`config.mk`:
```
export PLATFORM = sky130hd
export DESIGN_NAME = baud_tick_gen
export DESIGN_NICKNAME = d
export VERILOG_FILES = /design/src/rtl/baud_pkg.sv /design/src/rtl/baud_frac_acc.sv /design/src/rtl/baud_tick_gen.sv
export SDC_FILE = /design/constraint.sdc
export NUM_CORES = 1
export LEC_CHECK = 0
export ABC_AREA = 1
export BUFFER_PORTS_ARGS = -buffer_cell sky130_fd_sc_hd__buf_2
export CORE_MARGIN = 8
export CORE_UTILIZATION = 41
export CTS_CLUSTER_DIAMETER = 200
export DETAILED_ROUTE_END_ITERATION = 8
export PLACE_DENSITY = 0.55
export REMOVE_ABC_BUFFERS = 1
export SYNTH_ARGS = -nofsm -noshare
export SYNTH_HDL_FRONTEND = slang
export SYNTH_SLANG_ARGS = --single-unit
```
`constraint.sdc`:
```
create_clock -name i_clk -period 2.5 [get_ports i_clk]
set_input_delay 0 -clock i_clk [delete_from_list [all_inputs] [get_ports i_clk]]
set_output_delay 0 -clock i_clk [all_outputs]
set_load 0.005 [all_outputs]
```
`src/rtl/baud_pkg.sv`:
```
// Shared types and constants for the UART baud-rate tick generator.
package baud_pkg;

    typedef enum logic {
        IDLE = 1'b0,
        RUN  = 1'b1
    } state_e;

    localparam int DEFAULT_DIV = 326;
    localparam int OVERSAMPLE  = 16;
    localparam int MIN_DIV     = 2;

endpackage

```
`src/rtl/baud_frac_acc.sv`:
```
// Fractional divisor accumulator: each period boundary adds the fraction and
// stretches the following period by one clock when the sum carries out.
module baud_frac_acc #(
    parameter int FRAC_W = 4
) (
    input  logic              i_clk,
    input  logic              i_reset,
    input  logic              i_clear,
    input  logic              i_step,
    input  logic [FRAC_W-1:0] i_frac,
    output logic              o_extend
);

    logic [FRAC_W-1:0] acc_q, acc_d;
    logic              extend_q, extend_d;
    logic [FRAC_W:0]   sum;

    assign sum = {1'b0, acc_q} + {1'b0, i_frac};

    always_comb begin
        acc_d    = acc_q;
        extend_d = extend_q;
        if (i_clear) begin
            acc_d    = '0;
            extend_d = 1'b0;
        end else if (i_step) begin
            acc_d    = sum[FRAC_W-1:0];
            extend_d = sum[FRAC_W];
        end
    end

    always_ff @(posedge i_clk or posedge i_reset) begin
        if (i_reset) begin
            acc_q    <= '0;
            extend_q <= 1'b0;
        end else begin
            acc_q    <= acc_d;
            extend_q <= extend_d;
        end
    end

    assign o_extend = extend_q;

endmodule

```
`src/rtl/baud_tick_gen.sv`:
```
// Programmable oversampling baud tick generator with shadowed divisor reload.
// Define BAUD_FRAC_EN to compile in the fractional divisor accumulator.
module baud_tick_gen #(
    parameter int DIV_W       = 16,
    parameter int FRAC_W      = 4,
    parameter int OVERSAMPLE  = baud_pkg::OVERSAMPLE,
    parameter int DEFAULT_DIV = baud_pkg::DEFAULT_DIV
) (
    input  logic              i_clk,
    input  logic              i_reset,
    input  logic              i_enable,
    input  logic              i_load,
    input  logic [DIV_W-1:0]  i_div_int,
    input  logic [FRAC_W-1:0] i_div_frac,
    input  logic              i_sync,
    output logic              o_tick,
    output logic              o_bit_tick,
    output logic              o_div_err
);

    import baud_pkg::*;

    localparam int OS_W = $clog2(OVERSAMPLE);

    state_e            state_q, state_d;
    logic [DIV_W-1:0]  activeInt_q, activeInt_d;
    logic [DIV_W-1:0]  shadowInt_q, shadowInt_d;
    logic              pending_q, pending_d;
    logic [DIV_W-1:0]  count_q, count_d;
    logic [OS_W-1:0]   osCount_q, osCount_d;
    logic              tick_q, tick_d;
    logic              bitTick_q, bitTick_d;
    logic              divErr, running, boundary, clearPhase, apply, extend;
    logic [DIV_W:0]    periodLen;

`ifdef BAUD_FRAC_EN
    logic [FRAC_W-1:0] activeFrac_q, activeFrac_d;
    logic [FRAC_W-1:0] shadowFrac_q, shadowFrac_d;

    baud_frac_acc #(
        .FRAC_W (FRAC_W)
    ) u_fracAcc (
        .i_clk    (i_clk),
        .i_reset  (i_reset),
        .i_clear  (clearPhase),
        .i_step   (boundary),
        .i_frac   (activeFrac_q),
        .o_extend (extend)
    );
`else
    logic [FRAC_W-1:0] unusedFrac;
    assign unusedFrac = i_div_frac;
    assign extend     = 1'b0;
`endif

    assign divErr     = activeInt_q < DIV_W'(MIN_DIV);
    assign running    = (state_q == RUN) && i_enable && !divErr;
    assign clearPhase = !running || i_sync;
    // Extra bit keeps a max-width divisor plus extend from wrapping the compare.
    assign periodLen  = {1'b0, activeInt_q} + (DIV_W+1)'(extend);
    assign boundary   = running && !i_sync &&
                        ({1'b0, count_q} == periodLen - (DIV_W+1)'(1));
    assign apply      = pending_q && ((state_q == IDLE) || boundary);

    always_comb begin
        state_d = state_q;
        case (state_q)
            IDLE:    if (i_enable && !divErr) state_d = RUN;
            RUN:     if (!i_enable || divErr) state_d = IDLE;
            default: state_d = IDLE;
        endcase
    end

    always_comb begin
        activeInt_d = activeInt_q;
        shadowInt_d = shadowInt_q;
        pending_d   = pending_q;
`ifdef BAUD_FRAC_EN
        activeFrac_d = activeFrac_q;
        shadowFrac_d = shadowFrac_q;
`endif
        if (apply) begin
            activeInt_d = shadowInt_q;
`ifdef BAUD_FRAC_EN
            activeFrac_d = shadowFrac_q;
`endif
            pending_d   = 1'b0;
        end
        if (i_load) begin
            shadowInt_d = i_div_int;
`ifdef BAUD_FRAC_EN
            shadowFrac_d = i_div_frac;
`endif
            pending_d   = 1'b1;
        end
    end

    always_comb begin
        tick_d    = boundary;
        bitTick_d = boundary && (osCount_q == OS_W'(OVERSAMPLE - 1));
        count_d   = count_q + DIV_W'(1);
        osCount_d = osCount_q;
        if (clearPhase) begin
            count_d   = '0;
            osCount_d = '0;
        end else if (boundary) begin
            count_d   = '0;
            osCount_d = osCount_q + OS_W'(1);
        end
    end

    always_ff @(posedge i_clk or posedge i_reset) begin
        if (i_reset) begin
            state_q     <= IDLE;
            activeInt_q <= DIV_W'(DEFAULT_DIV);
            shadowInt_q <= DIV_W'(DEFAULT_DIV);
            pending_q   <= 1'b0;
            count_q     <= '0;
            osCount_q   <= '0;
            tick_q      <= 1'b0;
            bitTick_q   <= 1'b0;
`ifdef BAUD_FRAC_EN
            activeFrac_q <= '0;
            shadowFrac_q <= '0;
`endif
        end else begin
            state_q     <= state_d;
            activeInt_q <= activeInt_d;
            shadowInt_q <= shadowInt_d;
            pending_q   <= pending_d;
            count_q     <= count_d;
            osCount_q   <= osCount_d;
            tick_q      <= tick_d;
            bitTick_q   <= bitTick_d;
`ifdef BAUD_FRAC_EN
            activeFrac_q <= activeFrac_d;
            shadowFrac_q <= shadowFrac_d;
`endif
        end
    end

    assign o_tick     = tick_q;
    assign o_bit_tick = bitTick_q;
    assign o_div_err  = divErr;

endmodule

```
Word level (Yosys, flattened, before mapping)

Cells that the tools add are included.

Multiplexer cells: 9
Bitwise gates (word level): 1
Reduce and logical (&&, ||, !) cells: 16
$add $sub $neg: 3
Magnitude comparators: 1
Equal/unequal tests: 2

Operators by type and width:

| operator                                                    | count |
|---|---|
| two-way mux 16 bit                                          | 2 |
| equality test 16 x 17 -> 1 bit                              | 1 |
| subtractor 16 x 1 -> 17 bit, second input constant          | 1 |
| adder 16 x 1 -> 16 bit, second input constant               | 1 |
| less-than comparator 16 x 2 -> 1 bit, second input constant | 1 |
| two-way mux 4 bit                                           | 2 |
| logical AND 1 bit                                           | 7 |
| adder 4 x 1 -> 4 bit, second input constant                 | 1 |
| equality test 4 bit, second input constant                  | 1 |
| logical NOT 1 bit                                           | 4 |
| two-way mux 1 bit                                           | 4 |
| nonzero test 2 bit                                          | 2 |
| logical OR 1 bit                                            | 3 |
| one-hot mux 1 bit (2 select lines)                          | 1 |
| NOT 1 bit                                                   | 1 |

Output and inout port bits: 3
Input bits: 25
Logic and storage cells: 40
Register bits after elaboration: 56

Depth between registers and ports, before layout

Gate-level depths: netlist of run 1.

Word-level depth: 9
Depth in mapped cells: 17
Gate-level depth less buffers: 16

Worst setup path after synthesis of run 1

No wires, ideal clock.

Path type: register to register
Start point: reg activeInt_q[1]
End point: reg activeInt_q[3]
Arrival time: 2.056 ns
Setup slack: 0.328 ns
Cell stages (with the launch flop): 15
Buffers on the path: 1
Period minus slack after synthesis: 2.172 ns
Required time: 2.383 ns
Setup time: 0.117 ns
Cells stage by stage: dfstp_2 -> inv_1 -> ha_1 -> or2_2 -> nand3_1 -> nand2_1 -> nor2_1 -> nand4_1 -> nor2_2 -> nand3_4 -> nand2_8 -> nand2_4 -> buf_6 -> nand2_1 -> nand2_1

Cells in the longest elaborated chain, start to end: 7
Elaborated cells between the ends (all ways): 9
Classes of those cells: 1 x add/sub; 1 x order compare; 1 x eq/ne; 6 x reduce/logical

Ends and longest elaborated chain:

| item                                                                | line                 | RTL |
|---|---|---|
| start: declaration                                                  | baud_tick_gen.sv:26  | `logic [DIV_W-1:0] activeInt_q, activeInt_d;` |
| start signal: assignment                                            | baud_tick_gen.sv:115 | `activeInt_q <= DIV_W'(DEFAULT_DIV);` |
| start signal: assignment                                            | baud_tick_gen.sv:128 | `activeInt_q <= activeInt_d;` |
| branches (longest 4 deep; another with subtractor 16 x 1 -> 17 bit) | -                    |  |
| logical AND 1 bit *                                                 | baud_tick_gen.sv:61  | `assign boundary = running && !i_sync &&` |
| logical OR 1 bit *                                                  | baud_tick_gen.sv:63  | `assign apply = pending_q && ((state_q == IDLE) \|\| boundary);` |
| logical AND 1 bit *                                                 | baud_tick_gen.sv:63  |  |

Every way passes the cells marked *.
A chain may end at the register's enable or synchronous reset.

Final worst setup path of run 1

Start point: reg activeInt_q[1]
End point: reg activeInt_q[4]

Same word-level chain as after synthesis.

==> results of run 1 <==
[area by class of cell]
class	instances	area, sq um
Inverter	42	158
Fill cell	754	3890
Timing Repair Buffer	49	360
Tap cell	102	128
Multi-Input combinational cell	313	1530
Clock buffer	5	68.8
Sequential cell	56	1410
Clock inverter	3	28.8
[Yosys cell counts, drive strengths merged (2+ instances only)]
| library cell | instances |
|---|---|
| nor2 | 50 |
| clkbuf | 4 |
| ha | 3 |
| a21oi | 7 |
| nand4 | 8 |
| nand3 | 35 |
| dfrtp | 48 |
| o21ai | 2 |
| xor2 | 16 |
| inv | 41 |
| nand3b | 6 |
| buf | 5 |
| xnor2 | 5 |
| or2 | 2 |
| nor3 | 9 |
| dfstp | 8 |
| nand2 | 166 |
[registers in the layout, indices dropped and copies added (netlist names)]
signal and cells:
state_q 1, pending_q 1, osCount_q 4, shadowInt_q 16, count_q 16, o_bit_tick 1
o_tick 1, activeInt_q 16
[through the flow]
step | total power [mW] | instances | cell area (sq um) | hold WS [ns]
floorplan | 1.41 | 411 | 3080 | 0.0877
finish | 2.08 | 570 | 3680 | 0.0152
detailed placement | 1.53 | 542 | 3370 | -0.0224
CTS | 2.11 | 570 | 3670 | 0.00817
global route | 2.23 | 570 | 3680 | 0.0387
global placement | 1.52 | 542 | 3370 | -0.0188
[worst paths after layout]
path / start / end / slack [ns] / cells past startpoint
worst max-delay path: activeInt_q[1] / activeInt_q[4] / 0.23 / 13
worst min-delay path: i_load / shadowInt_q[1] / 0.02 / 3
worst max register to register: activeInt_q[1] / activeInt_q[4] / 0.23 / 13
worst min register to register: shadowInt_q[6] / shadowInt_q[6] / 0.47 / 2
max in group asynchronous: i_reset / activeInt_q[1] / 1.66 / 4
min in group asynchronous: i_reset / state_q / 0.17 / 3
[worst max-delay path, delay by kind of cell (launching register included)]
| kind | cells | cell delay (ns) |
|---|---|---|
| simple gates | 11 | 1.35 |
| flops | 1 | 0.55 |
| fa+ha+maj | 1 | 0.21 |
| buf+inv | 1 | 0.06 |
[kinds of logic after synthesis]
| kind of cell | after synthesis | synth area share |
|---|---|---|
| flip-flops | 56 | 0.449 |
| adder cells (fa/ha/maj) | 3 | 0.0119 |
| XOR/XNOR | 21 | 0.0585 |
| multiplexers | 1 | 0.00319 |
| AO/OA/AOI/OAI | 10 | 0.0163 |
| buffers and inverters | 51 | 0.0697 |
| AND/OR/NAND/NOR | 278 | 0.391 |
[power by group]
part	leakage (nW)	internal, mW	total [mW]	switching [mW]
sequential	0.711	0.984	1.06	0.0762
combinational	1.13	0.190	0.478	0.288
clock	0.0511	0.213	0.544	0.332
total	1.89	1.39	2.08	0.696
[placed cells by master, fill, tap and decap left out, types with 2 or more instances in the layout]
cell type | netlist | layout
nand2_1 | 162 | 161
nor2_1 | 44 | 42
xor2_1 | 16 | 16
dlygate4sd3_1 | 0 | 20
inv_2 | 1 | 2
nor2_4 | 3 | 4
buf_4 | 1 | 6
dfstp_2 | 8 | 8
inv_6 | 0 | 2
nand3b_1 | 6 | 6
a21oi_1 | 7 | 7
inv_1 | 40 | 39
or2_2 | 2 | 2
nor3_1 | 9 | 9
nand3_1 | 33 | 33
buf_2 | 1 | 23
dfrtp_1 | 48 | 48
xnor2_1 | 5 | 5
clkbuf_8 | 0 | 5
nand2_2 | 2 | 3
nor2_2 | 3 | 4
ha_1 | 3 | 2
nand4_1 | 8 | 8
[layer usage]
layer	vias up	wire length, um	GRT usage
met3	4	191	0.0235
li1	1400	-	-
met4	0	46	0.0273
met2	41	3100	0.219
met1	1148	3210	0.162
met5	-	0	0
[repair_timing]
item / in CTS / in global routing
hold endpoints to repair: 46 / 0
hold buffers: 20 / 0
gates resized for setup: 0 / 6
setup endpoints to repair: 0 / 15
==> out/results.ini, run 1 <==
[status]
outcome = completed

[sta]
fmax_mhz = 440
drv_slew = 0
layout_min_cycle_time_ns = 2.27
skew_ns = 0.0172
setup_tns_ns = 0
grt_setup_unrepaired = false
setup_viol = 0
period_share = 0.910
max-slew-margin-rel = 0.606
layout_setup_ws_ns = 0.225
finalHoldViolCount = 0
worst_pin_slew_ns = 0.591

[clock_network]
clk-insertion-delay-late_ns = 0.32
cts_num_sinks = 56
cts_root_buffer = clkbuf_8
htreeDepth = 2
cts_buffer_depth = 2
cts_tree = done
clkTransAtPathRegs_ns = 0.11
post_cts_buffers = 0
cts_buffers = 5

[drt]
totalWireLength_um = 6540
drt_pre_antenna_iters = 4
drt-wirelength-per-cell_um = 11.5
postRouteAntennaNets = 0
drc = 0
drt_iter0_drc = 99
routed_via_density = 4.55
vias = 2593

[setup_path]
crit_type = reg -> reg
start_kind = flip-flop
arrival_ns = 2.49
cp_slowest_cell = dfstp_2
max_stage_delay_ns = 0.55
crit_top_cell = nand2_1
end_kind = flip-flop
worstPathRequired_ns = 2.71
path_max_fanout = 16
cp_cell_sequence = inv_1 -> ha_2 -> or2_2 -> nand3_1 -> nand2_1 -> nor2_1 -> nand4_1 -> nor2_2 -> nand3_4 -> nand2_8 -> nand2_4 -> nand2_1 -> nand2_1

[layout]
fin_nets = 495
drive_above_1_share = 0.139
antennaDiodeCount = 0
fin_util = 0.486
area_growth_pct = 17.2

[placement]
place_ws_ns = 0.136
gp_congestion = 0.834
io_buffers = 23
hpwlAfterDp_um = 4980

[synth]
synth_area_sq_um = 3140
synth_seq_cells = 56
yosysTopAreaCellShare = 0.382
synthCells = 420
synth-async-reset-ratio = 1.00
yosys.area.top_type = dfrtp_1
synth.area.top_cells = dfrtp_1 (38%), nand2_1 (19%), dfstp_2 (6.7%)
synth_edf_count = 0
synth-seq-area-share = 0.449
yosys_warnings = 0
ys.flop_type = dfrtp_1
synth_cell_type_count = 32
syn_avg_cell_area_sq_um = 7.48

[floorplanning]
start_util = 0.415
io_pins = 28
die_w_um = 104
die_area_sq_um = 10700
die_h_um = 104
core_sq_um = 7570
rows = 32

[run]
drv_cap = 0

[power]
ir_worst_vdd_mv = 0.261
p_leak_nw = 1.89
powerDensity_nw_per_um2 = 566

[global_route]
antenna_found_initial = 0
overflow = 0
grt_start_max_net_pins = 25
grt_pass1_wl_um = 11700
grt_pass1_vias = 2608
track_usage = 0.128

[min_path]
hold_path.class = in -> reg

(Power assumes the default switching activity.)
==> run 2, diff against run 1 <==
--- a/config.mk
+++ b/config.mk
@@ -7,6 +7,7 @@
 export LEC_CHECK = 0
 export ABC_AREA = 1
 export BUFFER_PORTS_ARGS = -buffer_cell sky130_fd_sc_hd__buf_2
+export CORE_ASPECT_RATIO = 1.5
 export CORE_MARGIN = 8
 export CORE_UTILIZATION = 41
 export CTS_CLUSTER_DIAMETER = 200
==> run 2 against run 1 <==
Maximum frequency decreased by 1.8%. First-iteration DRC count decreased by 22%. Highest routed layer unchanged. Core utilization increased by 1.1 points. Sequential power about the same. Setup slack got worse by 0.041 ns. Critical path depth unchanged. Hold slack got worse by 0.0013 ns. Global-route usage increased by 1.1 points. Critical path type unchanged.
==> out/results.ini, run 2 (synthesis results as in run 1) <==
[status]
outcome = completed

[placement]
dpl_cell_area_sq_um = 3390
place_ws_ns = 0.109
hpwlAfterDp_um = 5030
io_buffers = 23
gp_congestion = 0.804

[clock_network]
clkTransAtPathRegs_ns = 0.07
clk-insertion-delay-late_ns = 0.30
cts_buffers = 5
cts_buffer_depth = 2
cts_root_buffer = clkbuf_16
htreeDepth = 2
cts_tree = done
post_cts_buffers = 0
cts_num_sinks = 56

[setup_path]
start_kind = flip-flop
cp_cell_sequence = inv_1 -> ha_4 -> or2_2 -> nand3_1 -> nand2_1 -> nor2_1 -> nand4_1 -> nor2_2 -> nand3_4 -> nand2_8 -> nand2_4 -> nand2_1 -> nand2_1
crit_cells = 13
crit_top_cell = nand2_1
path_max_fanout = 16
end_kind = flip-flop
worst-path-buf-inv = 1
r2r_cells = 13
cpLargestDelayFamily = simple AND/OR/NAND/NOR gates
crit_type = reg -> reg
worstPathRequired_ns = 2.69
arrival_ns = 2.50
max_stage_delay_ns = 0.53
cp_slowest_cell = dfstp_2

[floorplanning]
die_area_sq_um = 10800
start_util = 0.418
die_w_um = 87.5
io_pins = 28
rows = 39
core_sq_um = 7510
die_h_um = 123

[sta]
layout_setup_ws_ns = 0.184
drv_slew = 0
skew_ns = 0.00467
max-slew-margin-rel = 0.529
fmax_mhz = 432
worst_pin_slew_ns = 0.707
period_share = 0.926
setup_viol = 0
finalHoldViolCount = 0
layout_min_cycle_time_ns = 2.32

[layout]
final_common_cell = nand2_1
stdcell_area_sq_um = 3740
fin_nets = 494
fin_util = 0.498
final_cell_mix = nand2_1 (161), dfrtp_1 (48), nor2_1 (42), inv_1 (38), nand3_1 (33)
drive_above_1_share = 0.143
area_growth_pct = 19.1
antennaDiodeCount = 0
top_regs = activeInt_q x16, count_q x16, shadowInt_q x16

[global_route]
antenna_found_initial = 0
grt_start_max_net_pins = 57
grt_pass1_vias = 2726
overflow = 0
track_usage = 0.138
grt_pass1_wl_um = 11600

[drt]
met2WireLength_um = 3580
drt_iter0_drc = 77
totalWireLength_um = 6660
routed_via_density = 4.59
drc = 0
m1WireLength_um = 2760
drt-wirelength-per-cell_um = 11.7
postRouteAntennaNets = 0
highest_layer = met4
drt_pre_antenna_iters = 4
vias = 2612
wl_met3_um = 167

[power]
p_leak_nw = 1.92
ir_worst_vdd_mv = 0.405
power_mw = 2.26
powerDensity_nw_per_um2 = 604

[run]
drv_cap = 0

[min_path]
hold_path.class = in -> reg
whs_path_depth = 4

[run 2: what timing repair did]
item | 4_1_cts | 5_1_grt
endpoints found under the hold margin | 65 | 0
endpoints found under the setup margin | 0 | 36
hold buffers | 18 | 0
resized for setup | 0 | 7
[run 2: worst paths after layout]
kind	endpoint	slack, ns	startpoint
hold reg to reg	activeInt_q[1]	0.46	activeInt_q[1]
hold / removal	o_bit_tick	0.01	i_sync
setup / recovery	activeInt_q[13]	0.18	activeInt_q[1]
min in group asynchronous	shadowInt_q[4]	0.45	i_reset
max in group asynchronous	count_q[12]	1.58	i_reset
setup reg to reg	activeInt_q[13]	0.18	activeInt_q[1]
[run 2: power by group]
group	switching, mW	total [mW]	internal [mW]	leakage, nW
clock	0.335	0.711	0.376	0.0742
sequential	0.0754	1.06	0.984	0.711
combinational	0.294	0.488	0.194	1.14
total	0.705	2.26	1.55	1.92
[run 2: layout make-up]
class | instances | area, sq um
Multi-Input combinational cell | 313 | 1540
Fill cell | 798 | 3770
Sequential cell | 56 | 1410
Clock inverter | 3 | 22.5
Inverter | 42 | 158
Clock buffer | 5 | 125
Tap cell | 102 | 128
Timing Repair Buffer | 48 | 360
[run 2: metal layers]
layer,vias to the layer above,global-route usage
met2,27,0.268
li1,1399,-
met1,1176,0.135
met4,0,0.0595
met3,10,0.0299
met5,-,0
[run 2: metrics by stage]
stage	std cells	TNS, ns	hold WS [ns]
2_1_floorplan	411	0	0.0877
3_3_place_gp	543	0	0.201
3_5_place_dp	543	0	0.204
4_1_cts	569	0	0.00904
5_1_grt	569	-0.0223	0.0398
6_report	569	0	0.0139
[run 2: worst min-delay path, stage by stage]
cell and delay (ns):
buf_2 0.10, nor2_4 0.06, nand2_1 0.08, nor2_1 0.04
==> run 3, diff against run 2 <==
--- a/config.mk
+++ b/config.mk
@@ -10,6 +10,7 @@
 export CORE_ASPECT_RATIO = 1.5
 export CORE_MARGIN = 8
 export CORE_UTILIZATION = 41
+export CTS_BUF_LIST = sky130_fd_sc_hd__clkbuf_2
 export CTS_CLUSTER_DIAMETER = 200
 export DETAILED_ROUTE_END_ITERATION = 8
 export PLACE_DENSITY = 0.55
==> run 3 against run 2 <==
First-iteration DRC count increased by 9.1%. Design area is 1.9% higher. Clock power decreased by 47%. Core utilization is 0.93 points higher. Clock skew grew 0.019 ns. Setup slack improved by 0.0083 ns. Hold slack improved by 0.12 ns. Largest power group unchanged.
==> out/results.ini, run 3 (synthesis results as in run 1) <==
[setup_path]
worstPathRequired_ns = 2.94
crit_type = reg -> reg
arrival_ns = 2.74
end_kind = flip-flop
r2r_cells = 13
r2r_slack_ns = 0.19
start_kind = flip-flop
path_max_fanout = 11
r2r_end = activeInt_q[0]
reg2reg_from = activeInt_q[1]

[run]
drv_cap = 0

[drt]
routed_via_density = 4.61
vias = 2704
drt-wirelength-per-cell_um = 11.8
totalWireLength_um = 6910
postRouteAntennaNets = 0
drc = 0
drt_pre_antenna_iters = 4
drt_iter0_drc = 84

[clock_network]
cts_buffers = 5
post_cts_buffers = 0
htreeDepth = 2
cts_num_sinks = 56
cts_tree = done
clk-insertion-delay-late_ns = 0.49
clkTransAtPathRegs_ns = 0.27
cts_buffer_depth = 2
cts_root_buffer = clkbuf_2

[layout]
stdcell_area_sq_um = 3810
multi_input_area_sq_um = 1540
drive_above_1_share = 0.138
antennaDiodeCount = 0
top_regs = activeInt_q x16, count_q x16, shadowInt_q x16
seq_area_sq_um = 1410
area_growth_pct = 21.3
num-fill-cells = 782
fin_util = 0.507
fin_nets = 511
final_common_cell = nand2_1
final_cell_mix = nand2_1 (161), dfrtp_1 (48), nor2_1 (42), inv_1 (38), dlygate4sd3_1 (35)

[min_path]
whs_path_depth = 3
min_from = i_load
min_to = pending_q
hold_path.class = in -> reg

[power]
switching_power_mw = 0.682
power_frac_clock = 0.194
powerDensity_nw_per_um2 = 512
seq_power_share = 0.544
p_comb_frac = 0.262
p_int_mw = 1.27
ir_worst_vdd_mv = 0.352
swShare = 0.349
p_leak_nw = 1.93

[sta]
period_share = 0.923
setup_tns_ns = 0
layout_min_cycle_time_ns = 2.31
worst_pin_slew_ns = 0.709
finalHoldViolCount = 0
fmax_mhz = 433
setup_viol = 0
max-slew-margin-rel = 0.528
skew_ns = 0.0236
drv_slew = 0

[placement]
hpwlAfterDp_um = 5030
gp_congestion = 0.804
dpl_cell_area_sq_um = 3390
io_buffers = 23

[global_route]
grt_pass1_wl_um = 12200
antenna_found_initial = 0
grt_pass1_vias = 2851
overflow = 0
grt_start_max_net_pins = 57
track_usage = 0.145

[floorplanning]
core_sq_um = 7510
die_area_sq_um = 10800
die_w_um = 87.5
rows = 39
die_h_um = 123
io_pins = 28
start_util = 0.418

[status]
outcome = completed

## run 3: cell types whose count changed in the layout (fill, tap and decap cells not counted), sizes merged
cell,previous run,this run
dlygate4sd3,18,35
## run 3: layer usage
layer	vias to the layer above	track usage	routed length, um	part of all wire
met4	0	0.0605	172	0.025
li1	1434	-	-	-
met5	-	0	0	0
met2	29	0.282	3710	0.54
met3	12	0.0279	132	0.019
met1	1229	0.142	2900	0.42
## run 3: area by class of cell
type	count	area share
flip-flops and latches	56	0.370
clock buffers	5	0.00657
clock inverters	3	0.00591
well taps	102	0.0335
repair buffers	65	0.139
inverters	42	0.0414
multi-input cells	313	0.403
## run 3: power groups by stage
| stage | Sequential [mW] | Combinational, mW | Clock, mW |
|---|---|---|---|
| after detailed placement | 1.08 | 0.455 | 0 |
| after global routing | 1.07 | 0.593 | 0.430 |
| after global placement | 1.07 | 0.449 | 0 |
| after CTS | 1.06 | 0.498 | 0.405 |
| final | 1.06 | 0.512 | 0.379 |
| after floorplan | 1.06 | 0.353 | 0 |
## run 3: critical path: stages, from the launching register on
cell	delay, ns
dfstp_2	0.59
inv_1	0.09
ha_4	0.19
or2_2	0.29
nand3_1	0.09
nand2_1	0.06
nor2_1	0.13
nand4_1	0.12
nor2_2	0.16
nand3_4	0.12
nand2_8	0.12
buf_4	0.15
nand3_1	0.07
nand2_1	0.09
## run 3: worst max path at each step
stage / depth (start not counted) / from / to
floorplan: 13 / activeInt_q[1] / osCount_q[2]
global placement: 13 / activeInt_q[1] / activeInt_q[0]
detailed placement: 13 / activeInt_q[1] / activeInt_q[13]
CTS: 13 / activeInt_q[1] / activeInt_q[0]
global route: 14 / activeInt_q[1] / activeInt_q[10]
finish: 13 / activeInt_q[1] / activeInt_q[0]
## run 3: what timing repair did
item                                   CTS  global route
hold buffers                            35             0
endpoints found under the hold margin   93             0
setup endpoints to repair                0            37
gates resized for setup                  0             7
## run 3: stage by stage
stage / cells / hold WS, ns / worst slack [ns] / total power, mW
3_3_place_gp: 543 / 0.201 / 0.149 / 1.52
6_report: 586 / 0.135 / 0.193 / 1.95
3_5_place_dp: 543 / 0.204 / 0.109 / 1.53
4_1_cts: 586 / 0.0795 / 0.0864 / 1.97
2_1_floorplan: 411 / 0.0877 / 0.297 / 1.41
5_1_grt: 586 / 0.139 / -0.00881 / 2.10
